--- src/rtl/piso_serial_tx_pkg.sv ---
// Shared definitions for the PISO transmitter and its future serial-in receiver.
// Holds the frame state encoding, idle line level and counter sizing helper.
package piso_serial_tx_pkg;

   typedef enum logic [1:0] {
      IDLE  = 2'd0,
      START = 2'd1,
      DATA  = 2'd2,
      STOP  = 2'd3
   } tx_state_t;

   localparam logic LINE_IDLE = 1'b1;

   // Counter width for a mod-n count; never narrower than one bit.
   function automatic int unsigned cnt_width(input int unsigned n);
      return (n > 1) ? $clog2(n) : 1;
   endfunction

endpackage

--- src/rtl/piso_bit_timer.sv ---
// Mod-CLKS_PER_BIT bit-period timer with synchronous restart and terminal count.
module piso_bit_timer
   import piso_serial_tx_pkg::*;
#(
   parameter int unsigned CLKS_PER_BIT = 2
) (
   input  logic clk,
   input  logic clr,
   input  logic restart,
   output logic tc_c
);

   localparam int unsigned TMR_W = cnt_width(CLKS_PER_BIT);
   localparam logic [TMR_W-1:0] TERM = TMR_W'(CLKS_PER_BIT - 1);

   logic [TMR_W-1:0] cnt;

   assign tc_c = (cnt == TERM);

   // Wraps to zero at terminal count so it never runs past CLKS_PER_BIT-1.
   always_ff @(posedge clk or posedge clr) begin
      if (clr) begin
         cnt <= '0;
      end else if (restart || tc_c) begin
         cnt <= '0;
      end else begin
         cnt <= cnt + TMR_W'(1);
      end
   end

endmodule

--- src/rtl/piso_serial_tx.sv ---
// Parallel-in serial-out frame transmitter: start bit, WIDTH data bits LSB first,
// stop bit, each held CLKS_PER_BIT clocks. All outputs are registered.
module piso_serial_tx
   import piso_serial_tx_pkg::*;
#(
   parameter int unsigned WIDTH        = 4,
   parameter int unsigned CLKS_PER_BIT = 2
) (
   input  logic             clk,
   input  logic             clr,
   input  logic [WIDTH-1:0] I,
   input  logic             load,
   output logic             ready,
   output logic             busy,
   output logic             so,
   output logic             done
);

   localparam int unsigned BCNT_W = $clog2(WIDTH + 1);
   localparam logic [BCNT_W-1:0] LAST_BIT = BCNT_W'(WIDTH - 1);

   tx_state_t          state;
   logic [WIDTH-1:0]   sh;
   logic [WIDTH-1:0]   sh_next_c;
   logic [BCNT_W-1:0]  bit_cnt;
   logic               tc_c;
   logic               tmr_restart_c;

   // Timer is held at zero while idle so each frame starts a fresh bit period.
   assign tmr_restart_c = (state == IDLE);
   assign sh_next_c     = sh >> 1;

   piso_bit_timer #(
      .CLKS_PER_BIT(CLKS_PER_BIT)
   ) u_bit_timer (
      .clk     (clk),
      .clr     (clr),
      .restart (tmr_restart_c),
      .tc_c    (tc_c)
   );

   // Frame FSM; outputs are loaded with the values belonging to the next state.
   always_ff @(posedge clk or posedge clr) begin
      if (clr) begin
         state   <= IDLE;
         sh      <= '0;
         bit_cnt <= '0;
         so      <= LINE_IDLE;
         ready   <= 1'b1;
         busy    <= 1'b0;
         done    <= 1'b0;
      end else begin
         done <= 1'b0;
         case (state)
            IDLE: begin
               if (load) begin
                  state   <= START;
                  sh      <= I;
                  bit_cnt <= '0;
                  so      <= 1'b0;
                  ready   <= 1'b0;
                  busy    <= 1'b1;
               end
            end
            START: begin
               if (tc_c) begin
                  state <= DATA;
                  so    <= sh[0];
               end
            end
            DATA: begin
               if (tc_c) begin
                  sh      <= sh_next_c;
                  bit_cnt <= bit_cnt + BCNT_W'(1);
                  if (bit_cnt == LAST_BIT) begin
                     state <= STOP;
                     so    <= LINE_IDLE;
                  end else begin
                     so <= sh_next_c[0];
                  end
               end
            end
            STOP: begin
               if (tc_c) begin
                  state <= IDLE;
                  ready <= 1'b1;
                  busy  <= 1'b0;
                  done  <= 1'b1;
               end
            end
            default: begin
               state <= IDLE;
               so    <= LINE_IDLE;
               ready <= 1'b1;
               busy  <= 1'b0;
            end
         endcase
      end
   end

endmodule

--- config.mk ---
export PLATFORM = sky130hd
export DESIGN_NAME = piso_serial_tx
export DESIGN_NICKNAME = d
export VERILOG_FILES = /design/src/rtl/piso_serial_tx_pkg.sv /design/src/rtl/piso_bit_timer.sv /design/src/rtl/piso_serial_tx.sv
export SDC_FILE = /design/constraint.sdc
export NUM_CORES = 1
export LEC_CHECK = 0
export BUFFER_PORTS_ARGS = -buffer_cell sky130_fd_sc_hd__buf_2
export CAP_MARGIN = 25
export CELL_PAD_IN_SITES_DETAIL_PLACEMENT = 0
export CELL_PAD_IN_SITES_GLOBAL_PLACEMENT = 2
export CORE_MARGIN = 2
export CORE_UTILIZATION = 35
export CTS_CLUSTER_DIAMETER = 150
export DETAILED_ROUTE_END_ITERATION = 12
export GPL_TIMING_DRIVEN = 0
export PLACE_DENSITY = 0.78
export SETUP_SLACK_MARGIN = 0.15
export SLEW_MARGIN = 20
export SYNTH_ARGS = -nofsm -noshare
export SYNTH_HDL_FRONTEND = slang
export SYNTH_HIERARCHICAL = 1
export SYNTH_SLANG_ARGS = --single-unit
--- constraint.sdc ---
create_clock -name clk -period 1.9 [get_ports clk]
set_input_delay 0.38 -clock clk [delete_from_list [all_inputs] [get_ports clk]]
set_output_delay 0.38 -clock clk [all_outputs]
set_load 0.01 [all_outputs]
# Yosys cells after proc, flatten, opt, wreduce, memory -nomap -nowiden
# Cells that the tools add are included.
# W data, S select, Z words.
# word_totals
out_inout_bits,4
input_bits,7
ff_bits,14
elab_cells,53
# op_classes
n_mux,25
addsub,2
reduce_logical,9
n_eq_ne,9
# ops
operator,n
$mux W1,10
$mux W2,5
$mux W4,2
$pmux W2 S4,1
$pmux W4 S2,1
$mux W3,2
$ne A2 B1 Y1 const B,3
$pmux W3 S2,1
$reduce_and A3 Y1,2
$reduce_and A5 Y1,1
$eq A2 B2 Y1 const B,2
$ne A2 B2 Y1 const B,2
$pmux W1 S2,2
$reduce_and A4 Y1,1
$reduce_bool A2 Y1,2
$add A3 B1 Y3 const B,1
$eq A3 B2 Y1 const B,1
$pmux W1 S3,1
$reduce_bool A3 Y1,1
$eq A2 B1 Y1 const B,1
$logic_not A2 Y1,1
$add A1 B1 Y1 const B,1
$logic_or A1 B1 Y1,1

# Longest topological paths before layout
# depth
depth_word,4
ltp_mapped,7
ltp_nobuf,5

# Modules after synthesis
# Netlist, hierarchy kept.
# by_module_without_submodules
module,n_inst,cells_each,area_per_inst_um2,seq_area_each_um2
piso_serial_tx,1,78,835.8,327.8
piso_bit_timer,1,3,32.5,25.0

# Worst setup path after synthesis
# OpenSTA, ideal clock, no wires.
# synth_path
kind,register to register
startpoint,register state[0]
endpoint,register sh[1]
synth_period_minus_slack_ns,1.547
n_path_buf,1
setup_time_ns,0.128
arrival_time_ns,1.419
required_ns,1.772
path_stages_with_launch,7
slack_ns,0.353
cell_sequence,dfrtp_1 -> inv_1 -> ha_1 -> buf_6 -> mux2i_1 -> nor2_2 -> mux2_1
# synth_between
elab_chain_len,3
word_cells_on_any_way,7
classes_between,eq/ne (3); mux (1); reduce/logical (3)
# synth_rtl
element,line_no,source
"start, declared",piso_serial_tx.sv:22,tx_state_t state;
"start signal, assigned",piso_serial_tx.sv:45,state <= IDLE;
"start signal, assigned",piso_serial_tx.sv:57,state <= START;
"start signal, assigned",piso_serial_tx.sv:67,state <= DATA;
$logic_not A2 Y1 *,n/a,
named net tmr_restart_c,piso_serial_tx.sv:27,logic tmr_restart_c;
$ne A2 B2 Y1 (no line) / $reduce_bool A2 Y1 (equally long branches),n/a,
$reduce_and A3 Y1 (no line),n/a,
"end signal, assigned",piso_serial_tx.sv:73,sh <= sh_next_c;
"end, declared",piso_serial_tx.sv:23,logic [WIDTH-1:0] sh;
# The timed path passes the listed nets; every way through them passes the cells marked *.
# A chain may end at the register's enable or synchronous reset.

# Final worst setup path
# layout_path
startpoint,register state[0]
endpoint,register sh[2]
# The elaborated chain is that of the path after synthesis.

==> flow_summary.ini <==
[synth]
syn-cell-area_um2 = 868
syn-num-nets = 95
synth.avg_cell_area_um2 = 10.7
ys_types = 31
synth_top_area_share_pct = 34.6
synth-edff-count = 0
synth_common_cells = 12 x dfrtp_1, 7 x ha_1, 7 x inv_1, 6 x nor2_1, 6 x o21ai_0
yosys.cell_count.top_type = dfrtp_1
yosysSeqAreaShare_pct = 40.6
ys.flop_type = dfrtp_1
synthArstFlopShare_pct = 100
ys_ff_latch = 14
yosysTopAreaCell = dfrtp_1
synth_area_leaders = dfrtp_1 35%, ha_1 10%, dfstp_2 6.1%
netlist_instances = 81
yosysWarnings = 6

[floorplan]
die_height_um = 53.8
fp.dieW_um = 53.8
num_rows = 18
core_region_area_mm2 = 0.00241
initial_utilization_pct = 36.0
die-area_mm2 = 0.00290
ios = 11

[worst_setup_path]
rr_startpoint = state[0]$_DFFE_PP0P_
timing.critical_path.required_ns = 2.07
r2r-end = sh[2]$_DFFE_PP0P_
worst_ep_arrival_time_ns = 1.82
crit_path_end_kind = register
cp-start-kind = register
cp-startpoint = state[0]$_DFFE_PP0P_
critical_path.max_fanout = 10
reg2reg_depth = 6
crit_type = reg2reg
rrSetupSlack_ns = 0.26

[drt]
drc_errors = 0
post_drt_wl_per_cell_um = 12.8
via_per_inst = 4.90
via_count = 617
postRouteAntennaNets = 0
drt_iter0_drc = 4
drt_wl_total_um = 1610
first_pass_iters = 4

[clock_network]
cts_made_buffers = 3
cts_tree = yes
clk_pin_slew_ns = 0.09
clockRootBuffer = clkbuf_4
cts-htree-levels = 1
worst_skew_pair.late_latency_ns = 0.28
cts_sinks = 14
clk_path_buf_depth = 2

[sta]
max_freq_ghz = 0.608
hold_violations = 0
drv_slew = 0
worst_slew_pin_slew_ns = 0.523
period_share_pct = 86.6
rsz0062_at_grt = false
layout_min_cycle_time_ns = 1.64
finalSetupViolCount = 0
whs_ns = 0.395
setup_tns_ns = 0
relSlewSlack_pct = 65.1
skew_ns = 0.00349

[finish]
finalNonFillerCells = 126
nFillCells = 231
area_growth_pct = 17.4
drive_above_1_share_pct = 36.5
diodes = 0
nets = 111
fin_util_pct = 42.3

[power]
power_mw = 1.67
power.density_mw_per_mm2 = 1640
vdd_drop_max_mv = 0.832
p_leak_nw = 0.472

[placed_design]
place_congestion = 0.663
io_buffers = 10
dp_hpwl_um = 1200
dp.cells = 121

[job]
cap_violations = 0

[hold_path]
min_from = I[3]
hold_path_depth = 3
hp-class = in2reg
min_to = sh[3]$_DFFE_PP0P_

[global_routing]
grt_max_degree = 14
antenna_found_initial = 0
track_usage_pct = 14.0
first_global_vias = 638
grt_overflow_total = 0
grt_pass1_wl_um = 2790

[status]
status = finished, final reports clean
timing repair:
action,CTS,global route
setup buffers,0,0
resized for setup,0,5
hold endpoints to repair,1,0
hold buffers,1,0
setup endpoints to repair,0,4
flip-flops by register name, summed over array words and instances (netlist names):
signal,cells
bit_cnt,3
busy,1
done,1
ready,1
sh,4
so,1
state,2
u_bit_timer/tc_c,1
worst max-delay path by stage:
stage	to	depth (start not counted)	slack, ns
after floorplan	sh[1]$_DFFE_PP0P_	6	0.35
after global placement	sh[2]$_DFFE_PP0P_	6	0.22
after detailed placement	sh[2]$_DFFE_PP0P_	6	0.20
after CTS	sh[2]$_DFFE_PP0P_	6	0.19
after global routing	sh[1]$_DFFE_PP0P_	6	0.15
final	sh[2]$_DFFE_PP0P_	6	0.26
report_power, final:
part,leakage [nW],internal (mW),switching [mW]
clock network,0.0210,0.117,0.107
registers,0.169,0.430,0.0778
logic,0.283,0.480,0.462
metal layers:
| layer | vias up | GRT usage [%] | share of wire (%) |
|---|---|---|---|
| met5 | - | 0 | 0 |
| met2 | 8 | 22.6 | 48 |
| met4 | 0 | 7.69 | 1.9 |
| li1 | 309 | - | - |
| met1 | 296 | 17.0 | 47 |
| met3 | 4 | 3.33 | 3.1 |
kinds of logic after synthesis:
kind of cell    count (synthesis)  share of synthesized area (%)
compound gates                 18                           14.1
flops                          14                           40.6
fa+ha+maj                       7                           10.1
simple gates                   21                           13.7
mux                            10                           13.5
buf+inv                        11                           7.92
cells in the final DEF (no fill, tap or decap), drive strengths merged:
cell type	count
a21oi	4
a22o	1
a31oi	1
and2b	2
buf	14
clkbuf	4
dfrtp	12
dfstp	2
dlygate4sd3	1
ha	7
inv	7
mux2	8
mux2i	2
nand2	4
nand2b	2
nand3	1
nand3b	2
nor2	7
nor2b	1
o2111ai	1
o211ai	2
o21ai	6
o2bb2ai	1
o311ai	1
o31a	1
or2b	1
or3b	1
layout make-up:
cell class / count / area, um^2 / area share, %
Sequential cell: 14 / 353 / 34.6
Tap cell: 30 / 37.5 / 3.68
Inverter: 7 / 26.3 / 2.58
Multi-Input combinational cell: 56 / 464 / 45.5
Buffer: 4 / 42.5 / 4.17
Clock buffer: 4 / 36.3 / 3.56
Timing Repair Buffer: 11 / 60.1 / 5.89
stage by stage:
step                setup slack (ns)  cell area (um^2)
detailed placement             0.199               956
CTS                            0.192              1000
floorplan                      0.353               868
finish                         0.255              1020
global route                   0.151              1020
global placement               0.221               956
worst max-delay path, stage by stage, from the launching register on:
cell and delay (ns):
dfrtp_1 0.40, inv_2 0.07, ha_1 0.22, buf_6 0.15
mux2i_4 0.19, nor2_4 0.16, mux2_1 0.33
Power figures use the tool's default switching activity.
